File: src/rtl/tail_light_pkg.sv
// ---------------------------------------------------------------------------
// tail_light_pkg
//   Shared types and defaults for the tail-light sequencer.
//   - tl_state_e     : sequencer state (IDLE, LEFT, RIGHT, HAZ)
//   - DEF_LAMPS      : default lamps per side
//   - DEF_TICK_DIV   : default clk cycles per animation step
// ---------------------------------------------------------------------------
package tail_light_pkg;

    typedef enum logic [1:0] {
        IDLE  = 2'd0,
        LEFT  = 2'd1,
        RIGHT = 2'd2,
        HAZ   = 2'd3
    } tl_state_e;

    localparam int DEF_LAMPS    = 3;
    localparam int DEF_TICK_DIV = 1;

endpackage : tail_light_pkg

File: src/rtl/tick_gen.sv
// ---------------------------------------------------------------------------
// tick_gen
//   Animation prescaler. Counts 0..TICK_DIV-1 and wraps; tick is high for
//   the single cycle in which the count equals TICK_DIV-1. With TICK_DIV=1
//   the count is pinned at 0 and tick is high every cycle.
// Ports
//   clk   : clock, rising edge
//   reset : asynchronous, active-high; clears the count to 0
//   tick  : one-cycle step strobe
// ---------------------------------------------------------------------------
module tick_gen #(
    parameter int TICK_DIV = 1
) (
    input  logic clk,
    input  logic reset,
    output logic tick
);

    // Keep at least one bit so TICK_DIV=1 still has a legal counter.
    localparam int CW = (TICK_DIV > 1) ? $clog2(TICK_DIV) : 1;
    localparam logic [CW-1:0] CNT_LAST = CW'(TICK_DIV - 1);

    logic [CW-1:0] cnt_q, cnt_d;

    assign tick  = (cnt_q == CNT_LAST);
    assign cnt_d = tick ? '0 : cnt_q + CW'(1);

    always_ff @(posedge clk or posedge reset) begin
        if (reset) cnt_q <= '0;
        else       cnt_q <= cnt_d;
    end

endmodule : tick_gen

File: src/rtl/tail_light_seq.sv
// ---------------------------------------------------------------------------
// tail_light_seq
//   Sequential tail-light controller. A turn or hazard request starts a
//   thermometer sweep (inner lamp first) that advances one lamp per tick and
//   always returns to IDLE for at least one tick before the next sweep.
//   Hazard preempts a running turn sweep; a hazard sweep ignores inputs
//   until it completes. Brake lights every side that is not animating.
// Ports
//   clk     : clock, rising edge
//   reset   : asynchronous, active-high; forces IDLE and dark lamps
//   left    : left-turn request (level)
//   right   : right-turn request (level)
//   hazard  : hazard request (level)
//   brake   : brake request (level), reaches lamps combinationally
//   lamps_l : left lamps, bit 0 innermost
//   lamps_r : right lamps, bit 0 innermost
//   busy    : high whenever the sequencer is not IDLE
// ---------------------------------------------------------------------------
module tail_light_seq
    import tail_light_pkg::*;
#(
    parameter int LAMPS    = DEF_LAMPS,
    parameter int TICK_DIV = DEF_TICK_DIV
) (
    input  logic             clk,
    input  logic             reset,
    input  logic             left,
    input  logic             right,
    input  logic             hazard,
    input  logic             brake,
    output logic [LAMPS-1:0] lamps_l,
    output logic [LAMPS-1:0] lamps_r,
    output logic             busy
);

    localparam int SW = $clog2(LAMPS + 1);
    localparam logic [SW-1:0] STEP_ONE = SW'(1);
    localparam logic [SW-1:0] STEP_MAX = SW'(LAMPS);

    logic            tick;
    tl_state_e       state_q, state_d;
    logic [SW-1:0]   step_q,  step_d;
    logic [LAMPS-1:0] therm;
    logic [LAMPS-1:0] brake_fill;

    // -----------------------------------------------------------------------
    // Step strobe
    // -----------------------------------------------------------------------
    tick_gen #(
        .TICK_DIV (TICK_DIV)
    ) u_tick_gen (
        .clk   (clk),
        .reset (reset),
        .tick  (tick)
    );

    // -----------------------------------------------------------------------
    // State / step registers
    // -----------------------------------------------------------------------
    always_ff @(posedge clk or posedge reset) begin
        if (reset) begin
            state_q <= IDLE;
            step_q  <= '0;
        end else begin
            state_q <= state_d;
            step_q  <= step_d;
        end
    end

    // -----------------------------------------------------------------------
    // Next state. Requests are only looked at on tick cycles, so a short
    // pulse between ticks is dropped rather than latched.
    // -----------------------------------------------------------------------
    always_comb begin
        state_d = state_q;
        step_d  = step_q;
        if (tick) begin
            case (state_q)
                IDLE: begin
                    if (hazard || (left && right)) begin
                        state_d = HAZ;
                        step_d  = STEP_ONE;
                    end else if (right) begin
                        state_d = RIGHT;
                        step_d  = STEP_ONE;
                    end else if (left) begin
                        state_d = LEFT;
                        step_d  = STEP_ONE;
                    end
                end
                LEFT, RIGHT: begin
                    // Hazard wins even on the final step of a turn sweep.
                    if (hazard) begin
                        state_d = HAZ;
                        step_d  = STEP_ONE;
                    end else if (step_q < STEP_MAX) begin
                        step_d  = step_q + STEP_ONE;
                    end else begin
                        state_d = IDLE;
                        step_d  = '0;
                    end
                end
                HAZ: begin
                    if (step_q < STEP_MAX) begin
                        step_d  = step_q + STEP_ONE;
                    end else begin
                        state_d = IDLE;
                        step_d  = '0;
                    end
                end
                default: begin
                    state_d = IDLE;
                    step_d  = '0;
                end
            endcase
        end
    end

    // -----------------------------------------------------------------------
    // Thermometer pattern: lamp i lit when step > i.
    // -----------------------------------------------------------------------
    for (genvar i = 0; i < LAMPS; i++) begin : g_therm
        assign therm[i] = (step_q > SW'(i));
    end

    assign brake_fill = brake ? '1 : '0;

    // -----------------------------------------------------------------------
    // Output decode. Reset is folded in so the lamps stay dark while reset
    // is held even though brake reaches the lamps without a register.
    // -----------------------------------------------------------------------
    always_comb begin
        lamps_l = '0;
        lamps_r = '0;
        if (!reset) begin
            case (state_q)
                IDLE: begin
                    lamps_l = brake_fill;
                    lamps_r = brake_fill;
                end
                LEFT: begin
                    lamps_l = therm;
                    lamps_r = brake_fill;
                end
                RIGHT: begin
                    lamps_l = brake_fill;
                    lamps_r = therm;
                end
                HAZ: begin
                    lamps_l = therm;
                    lamps_r = therm;
                end
                default: begin
                    lamps_l = '0;
                    lamps_r = '0;
                end
            endcase
        end
    end

    assign busy = (state_q != IDLE);

endmodule : tail_light_seq

File: config.mk
export PLATFORM = sky130hd
export DESIGN_NAME = tail_light_seq
export DESIGN_NICKNAME = d
export VERILOG_FILES = /design/src/rtl/tail_light_pkg.sv /design/src/rtl/tick_gen.sv /design/src/rtl/tail_light_seq.sv
export SDC_FILE = /design/constraint.sdc
export NUM_CORES = 1
export LEC_CHECK = 0
export CAP_MARGIN = 20
export CORE_AREA = 2 2 39 41
export DETAILED_ROUTE_END_ITERATION = 10
export DIE_AREA = 0 0 41 43
export DONT_BUFFER_PORTS = 1
export PLACE_DENSITY_LB_ADDON = 0.25
export SYNTH_ARGS = -nofsm -noshare
export SYNTH_HDL_FRONTEND = slang
export SYNTH_SLANG_ARGS = --single-unit
File: constraint.sdc
create_clock -name clk -period 1.82 [get_ports clk]
set_input_delay 0.182 -clock clk [delete_from_list [all_inputs] [get_ports clk]]
set_output_delay 0.182 -clock clk [all_outputs]
set_load 0.05 [all_outputs]
=== Word level (Yosys, flattened, before mapping) ===
Cells that the tools add are included.

* Memories: 0
* Latch bits: 0
* Register bits after elaboration: 5
* Memory bits (writable): 0
* ROM bits: 0

* Order comparisons: 4
* Bitwise gates (word level): 1
* Shifts and indexed selects: 0
* Equal/unequal tests: 4
* Reductions and logical operators: 10
* Multipliers: 0
* Multiplexer cells: 17
* Div/mod/pow operators: 0
* Add/subtract/negate cells: 2

{| class="wikitable"
|+ Operator list
! kind !! count
|-
| $mux 2 || 9
|-
| $pmux 2 s3 || 2
|-
| $pmux 3 s2 || 2
|-
| $reduce_or 2->1 || 5
|-
| $mux 3 || 3
|-
| $eq 2x2->1 const B || 2
|-
| $gt 2x1->1 const B || 2
|-
| $ne 4x4->1 const B || 1
|-
| $add 2x1->2 const B || 1
|-
| $eq 2x1->1 const B || 1
|-
| $gt 2x2->1 const B || 1
|-
| $logic_not 2->1 || 1
|-
| $lt 2x2->1 const B || 1
|-
| $reduce_and 2->1 || 1
|-
| $reduce_bool 2->1 || 1
|-
| $add 1x1->1 const B || 1
|-
| $logic_and 1x1->1 || 1
|-
| $logic_or 1x1->1 || 1
|-
| $mux 1 || 1
|-
| $not 1->1 || 1
|}

=== Longest topological paths before layout ===
Gate-level depths: netlist (run 1).

* Depth in word-level cells: 4
* Mapped depth: 5
* Gate-level depth less buffers: 5

=== Cells and area by module ===
Synthesis (run 1) repeated with hierarchy kept, for this count alone.

* Cell total of the unflattened synthesis: 55
* Area total of the unflattened synthesis: 475.5 µm²

{| class="wikitable"
|+ Modules (own cells, without submodules)
! module !! area an instance (µm²) !! times used !! cells an instance
|-
| tail_light_seq || 464.2 || 1 || 53
|-
| tick_gen || 11.3 || 1 || 2
|}

=== Worst setup path before layout (run 1) ===
Ideal clock, no wire load.

* Kind: flip-flop to output port
* Start: reg state_q[0]
* End: out lamps_r[0]
* Data arrival time: 1.783 ns
* Path buffers: 0
* Cell stages (with the launch flop): 6
* Setup slack: -0.145 ns
* Cells stage by stage: dfrtp_1 > inv_1 > ha_1 > nor2_1 > or2_2 > a21oi_1

* Cells in the longest elaborated chain, start to end: 4
* Elaborated cells between the ends (all ways): 8
* Classes of those cells: eq/ne (3); mux (2); reduce/logical (3)

{| class="wikitable"
|+ Ends and longest elaborated chain
! item !! RTL line !! RTL
|-
| start: declaration || tail_light_seq.sv:41 || <nowiki>tl_state_e state_q, state_d;</nowiki>
|-
| start signal: assignment || tail_light_seq.sv:65 || <nowiki>state_q <= state_d;</nowiki>
|-
| $eq 2x2->1, or another cell as far along || tail_light_seq.sv:136 || <nowiki>case (state_q)</nowiki>
|-
| $reduce_or 2->1 (no line) || -- ||
|-
| $pmux 3 s2 (*) || tail_light_seq.sv:136 ||
|-
| $mux 3 (*) || tail_light_seq.sv:135 || <nowiki>if (!reset) begin</nowiki>
|-
| end: declaration || tail_light_seq.sv:32 || <nowiki>output logic [LAMPS-1:0] lamps_r,</nowiki>
|}

Mark *: on every way between the ends. The rest lies on a longest branch, timed or not.

=== Worst setup path in the final report (run 1) ===
* Start: reg state_q[1]
* End: out lamps_l[0]

* Cells in the longest elaborated chain, start to end: 4
* Elaborated cells between the ends (all ways): 8
* Classes of those cells: eq/ne (3); mux (2); reduce/logical (3)

{| class="wikitable"
|+ Ends and longest elaborated chain
! item !! RTL line !! RTL
|-
| $eq 2x2->1, or another cell as far along || tail_light_seq.sv:136 ||
|-
| $reduce_or 2->1 (no line) || -- ||
|-
| $pmux 3 s2 (*) || tail_light_seq.sv:136 ||
|-
| $mux 3 (*) || tail_light_seq.sv:135 ||
|-
| end: declaration || tail_light_seq.sv:31 || <nowiki>output logic [LAMPS-1:0] lamps_l,</nowiki>
|}

Marked as above.

==> results.sh, run 1 <==
export IMPL_status="finished, final reports clean"
export IMPL_skew_ns=0.000596
export IMPL_synth_nets=67
export IMPL_synth_compound_area_share_pct=29.9
export IMPL_drive_gt1_share_pct=41.3
export IMPL_syn_area_per_cell_sq_um=8.54
export IMPL_hpwlAfterDp_microns=688
export IMPL_synth_top_family_by_area="compound AO/OA/AOI/OAI gates"
export IMPL_wire_per_inst_microns=11.0
export IMPL_worst_slew_margin_rel_pct=72.1
export IMPL_end_kind="output pin"
export IMPL_worst_pin_slew_ns=0.418
export IMPL_dr_pass1_iters=1
export IMPL_cp_required_ns=1.64
export IMPL_via_per_inst=4.82
export IMPL_h_tree_depth=1
export IMPL_finalMaxSlewViolations=0
export IMPL_die_h_microns=43
export IMPL_coreArea_sq_mm=0.00138
export IMPL_path_delay_family="flip-flops"
export IMPL_multi_input_area_sq_um=335
export IMPL_tritoncts="yes"
export IMPL_drcViolationCount=0
export IMPL_synthAdderAreaFrac_pct=25.4
export IMPL_clk_latency_ns=0.24
export IMPL_crit_path_max_fanout=4
export IMPL_num_antenna_cells=0
export IMPL_hold_viol_final=0
export IMPL_drt_total_wl_microns=867
export IMPL_cts_max_path_buffers=2
export IMPL_grt_remaining_overflow=0
export IMPL_numCtsBuffers=3
export IMPL_max_cap_violations=0
export IMPL_most_common_layout_cells="6 x a21oi_1, 6 x ha_1"
export IMPL_finalCriticalPeriod_ns=1.75
export IMPL_cts_sinks=4
export IMPL_max_stage_delay_ns=0.40
export IMPL_min_path_type="in -> reg"
export IMPL_cp_num_buf_inv=2
export IMPL_min_period_over_period_pct=96.0
export IMPL_synthXorXnorAreaFrac_pct=0
export IMPL_nNetsFinal=80
export IMPL_grt_max_degree=9
export IMPL_grt_pass1_vias=370
export IMPL_via_count=381
export IMPL_ant_nets=0
export IMPL_arrival_ns=1.57
export IMPL_crit_path_top_delay_cell="dfrtp_1"
export IMPL_min_from="hazard"
export IMPL_gp_congestion=0.655
export IMPL_muxShareOfSynthArea_pct=0
export IMPL_initialDrtViolationCount=0
export IMPL_synthCells=52
export IMPL_syn_cell_area_sq_um=444
export IMPL_synth_cell_types=17
export IMPL_cp_start_kind="flop"
export IMPL_setup_violations=0
export IMPL_power_density_mw_per_mm2=2090
export IMPL_ios=13
export IMPL_initial_core_util_pct=32.1
export IMPL_clk_pin_slew_ns=0.04
export IMPL_fin_ws_ns=0.0724
export IMPL_placed_cells=74
export IMPL_fp_dieW_microns=41
export IMPL_n_fill_cell=143
export IMPL_rsz0062_at_grt="yes"
export IMPL_critical_path_class="reg -> out"
export IMPL_peakVddDrop_mv=0.811
export IMPL_rows=14
export IMPL_antenna_found_initial=0
export IMPL_cts_root_buf="clkbuf_4"
export IMPL_fmax_ghz=0.572
export IMPL_synth_yosys_seq_area_share_pct=22.5
export IMPL_area_growth_syn_to_layout_pct=29.6
export IMPL_seq_area_sq_um=101
export IMPL_fp_dieArea_sq_mm=0.00176
export IMPL_synth_simple_area_share_pct=16.3
export IMPL_io_buffers=0
export IMPL_crit_chain="inv_2 > ha_2 > nor2_1 > or2_2 > a21oi_2 > buf_6"
export IMPL_crit_reg2reg_launch="state_q[0]"
export IMPL_grt_pass1_wl_microns=1430
export IMPL_p_leak_uw=0.000262
export IMPL_yosys_warnings=0
export IMPL_place_ws_ns=0.213
export IMPL_critical_path_startpoint="state_q[1]"
export IMPL_stdcell_count=79
export IMPL_synth_seq_cells=4
export IMPL_grt_usage_pct=12.5
-- metrics by stage --
step	power, uW	TNS (ns)	instance area, sq um	hold WS [ns]	utilization [%]
finish	1200	0	576	0.0948	41.6
global placement	1050	0	517	-0.0318	37.3
floorplan	874	-0.00682	452	-0.0519	-
global route	1320	-0.0583	576	0.0966	41.6
CTS	1180	0	556	0.0964	40.1
detailed placement	1040	0	517	-0.0314	37.3
-- power by group --
| part | leakage (uW) | switching, uW | internal (uW) |
|---|---|---|---|
| clock network | 0.0000138 | 38.7 | 73.9 |
| registers | 0.0000469 | 50.5 | 138 |
| logic | 0.000201 | 535 | 366 |
| total | 0.000262 | 624 | 578 |
-- state kept, by name, summed over array words and instances (netlist names) --
register  flops
step_q        2
state_q       2
-- path summary, 6_finish.rpt --
| path | to | slack, ns | cells after the start |
|---|---|---|---|
| max in group asynchronous | step_q[0] | 1.38 | 2 |
| setup reg to reg | state_q[0] | 0.17 | 6 |
| setup / recovery | lamps_l[0] | 0.07 | 6 |
| hold reg to reg | step_q[0] | 0.58 | 1 |
| hold / removal | state_q[1] | 0.09 | 2 |
| min in group asynchronous | step_q[1] | 0.28 | 2 |
-- final cells by class --
class | count | area share [%]
well taps | 16 | 3.48
inverters | 7 | 4.57
flip-flops and latches | 4 | 17.6
multi-input cells | 41 | 58.3
repair buffers | 8 | 12.2
clock buffers | 3 | 3.91
-- per-layer routing --
metal,vias up,GRT usage (%),wire length [microns]
li1,204,-,-
met1,158,14.1,378
met2,17,17.8,408
met4,0,10.0,17
met3,2,4.71,62
met5,-,0,0
-- worst reg2reg max path, delay by kind of cell, from the launching register on --
family / cells / cell delay (ns)
buf+inv: 2 / 0.19
fa+ha+maj: 1 / 0.18
simple gates: 1 / 0.51
compound gates: 2 / 0.29
flops: 1 / 0.40
-- Yosys cell counts --
cell type / instances / area, sq um
a21oi_1: 8 / 40.0
and2b_2: 1 / 8.76
dfrtp_1: 4 / 100
ha_1: 9 / 113
inv_1: 7 / 26.3
nand2_1: 2 / 7.51
nor2_1: 5 / 18.8
nor2b_1: 1 / 6.26
nor3_1: 1 / 5.00
o2111ai_1: 1 / 8.76
o21a_1: 1 / 7.51
o21ai_0: 5 / 25.0
o22ai_2: 2 / 25.0
o311ai_0: 1 / 8.76
o31a_4: 1 / 17.5
or2_2: 2 / 12.5
or4b_4: 1 / 13.8
-- what timing repair did --
item	in CTS	in global routing
hold endpoints to repair	4	0
gates resized for setup	3	6
hold buffers	1	0
buffers inserted	0	1
setup endpoints to repair	2	4
-- cells by family after synthesis --
logic type | count (synthesis)
AO/OA/AOI/OAI | 19
adder cells (fa/ha/maj) | 9
buffers and inverters | 7
flip-flops | 4
AND/OR/NAND/NOR | 13
No activity file was read; power rests on OpenSTA's default activity.
==> run 2: changes to the inputs <==
--- a/config.mk
+++ b/config.mk
@@ -7,10 +7,11 @@
 export LEC_CHECK = 0
 export CAP_MARGIN = 20
 export CORE_AREA = 2 2 39 41
+export CTS_CLUSTER_DIAMETER = 40
 export DETAILED_ROUTE_END_ITERATION = 10
 export DIE_AREA = 0 0 41 43
 export DONT_BUFFER_PORTS = 1
-export PLACE_DENSITY_LB_ADDON = 0.25
+export PLACE_DENSITY = 0.51
 export SYNTH_ARGS = -nofsm -noshare
 export SYNTH_HDL_FRONTEND = slang
 export SYNTH_SLANG_ARGS = --single-unit
==> run 2 against run 1 <==
Largest power group unchanged. Clock skew hardly changed. First-iteration DRC count increased by 3. Final area is 1.3% higher. Critical path type unchanged. Maximum frequency increased by 0.20%. Sequential share of layout area decreased by 0.23 points.
==> results.sh, run 2 (same netlist as run 1, synthesis figures left out) <==
export IMPL_fp_dieW_microns=41
export IMPL_ant_nets=0
export IMPL_postPlaceCellArea_sq_um=517
export IMPL_reg2reg_slack_ns=0.20
export IMPL_coreArea_sq_mm=0.00138
export IMPL_r2r_end="state_q[0]"
export IMPL_tritoncts="yes"
export IMPL_drive_gt1_share_pct=42.2
export IMPL_via_per_inst=5.08
export IMPL_cts_sinks=4
export IMPL_antenna_found_initial=0
export IMPL_min_from="hazard"
export IMPL_finalPower_uw=1210
export IMPL_end_kind="output pin"
export IMPL_grt_usage_pct=12.8
export IMPL_hpwlAfterDp_microns=722
export IMPL_fmax_ghz=0.573
export IMPL_n_fill_cell=135
export IMPL_critical_path_class="reg -> out"
export IMPL_largest_registers="state_q x2, step_q x2"
export IMPL_grt_pass1_wl_microns=1500
export IMPL_p_leak_uw=0.000267
export IMPL_holdPathEnd="state_q[1]"
export IMPL_finalCriticalPeriod_ns=1.74
export IMPL_num_antenna_cells=0
export IMPL_min_period_over_period_pct=95.8
export IMPL_cts_root_buf="clkbuf_4"
export IMPL_crit_reg2reg_launch="state_q[0]"
export IMPL_grt_max_degree=9
export IMPL_skew_ns=0.000259
export IMPL_worst_slew_margin_rel_pct=72.2
export IMPL_max_cap_violations=0
export IMPL_cts_max_path_buffers=2
export IMPL_grt_pass1_vias=389
export IMPL_hold_depth=2
export IMPL_ios=13
export IMPL_setup_violations=0
export IMPL_fp_dieArea_sq_mm=0.00176
export IMPL_nNetsFinal=81
export IMPL_area_growth_syn_to_layout_pct=31.3
export IMPL_drcViolationCount=0
export IMPL_h_tree_depth=1
export IMPL_seq_area_sq_um=101
export IMPL_finalMaxSlewViolations=0
export IMPL_drt_total_wl_microns=888
export IMPL_power_density_mw_per_mm2=2070
export IMPL_multi_input_area_sq_um=335
export IMPL_worst_pin_slew_ns=0.416
export IMPL_clk_pin_slew_ns=0.03
export IMPL_hold_viol_final=0
export IMPL_min_path_type="in -> reg"
export IMPL_numCtsBuffers=3
export IMPL_post_route_util_pct=42.1
export IMPL_ff2ff_path_depth=6
export IMPL_most_common_layout_cells="6 x a21oi_1, 6 x ha_1, 6 x buf_4"
export IMPL_design_area_sq_um=583
export IMPL_clk_latency_ns=0.23
export IMPL_peakVddDrop_mv=0.910
export IMPL_die_h_microns=43
export IMPL_cp_required_ns=1.64
export IMPL_gp_congestion=0.710
export IMPL_arrival_ns=1.56
export IMPL_initial_core_util_pct=32.1
export IMPL_initialDrtViolationCount=3
export IMPL_via_count=406
export IMPL_tns_ns=0
export IMPL_wire_per_inst_microns=11.1
export IMPL_rows=14
export IMPL_rsz0062_at_grt="yes"
export IMPL_crit_path_max_fanout=4
export IMPL_dr_pass1_iters=2
export IMPL_io_buffers=0
export IMPL_grt_remaining_overflow=0
export IMPL_cp_start_kind="flop"
export IMPL_status="finished, final reports clean"
## run 2: metrics by stage
stage                     hold slack (ns)  cells  setup slack, ns
after detailed placement          -0.0315     74            0.210
after global placement            -0.0301     74            0.232
after CTS                          0.0994     78           0.0105
final                               0.108     80           0.0758
after global routing                0.107     80          -0.0161
after floorplan                   -0.0519     52         -0.00171
## run 2: how the worst max path moves through the flow
stage	start	endpoint	slack, ns	depth (start not counted)
after floorplan	state_q[0]	lamps_l[1]	-0.002	4
after global placement	state_q[0]	lamps_r[0]	0.23	6
after detailed placement	state_q[0]	lamps_r[0]	0.21	6
after CTS	state_q[0]	lamps_r[0]	0.01	5
after global routing	state_q[1]	lamps_l[0]	-0.02	6
final	state_q[1]	lamps_l[0]	0.08	6
## run 2: timing repair
item,CTS,global route
endpoints found under the setup margin,2,4
gates resized for setup,2,7
hold buffers,1,0
endpoints found under the hold margin,4,0
buffers inserted,0,2
pin swaps,0,1
## run 2: per-layer routing
metal  wire [microns]  global-route usage [%]  share of wire (%)  vias to the layer above
li1                 -                       -                  -                      207
met3               36                    3.14                4.1                        0
met4                0                    10.0                  0                        0
met1              386                    15.9                 43                      189
met5                0                       0                  0                        -
met2              465                    17.8                 52                       10
## run 2: critical path, cell delays in order (launching register included)
cell,delay (ns)
dfrtp_1,0.40
inv_2,0.11
ha_2,0.18
nor2_1,0.05
or2_2,0.28
a21oi_2,0.15
buf_6,0.17
## run 2: where the power goes
group	switching, uW	internal (uW)	total (uW)
combinational	538	374	912
sequential	50.5	138	188
clock	31.6	73.4	105
total	621	585	1210
## run 2: cell type report
cell class                      count  share of cell area, %
Multi-Input combinational cell     41                   57.5
Timing Repair Buffer                9                   13.3
Sequential cell                     4                   17.4
Clock buffer                        3                   3.86
Tap cell                           16                   3.43
Inverter                            7                   4.51
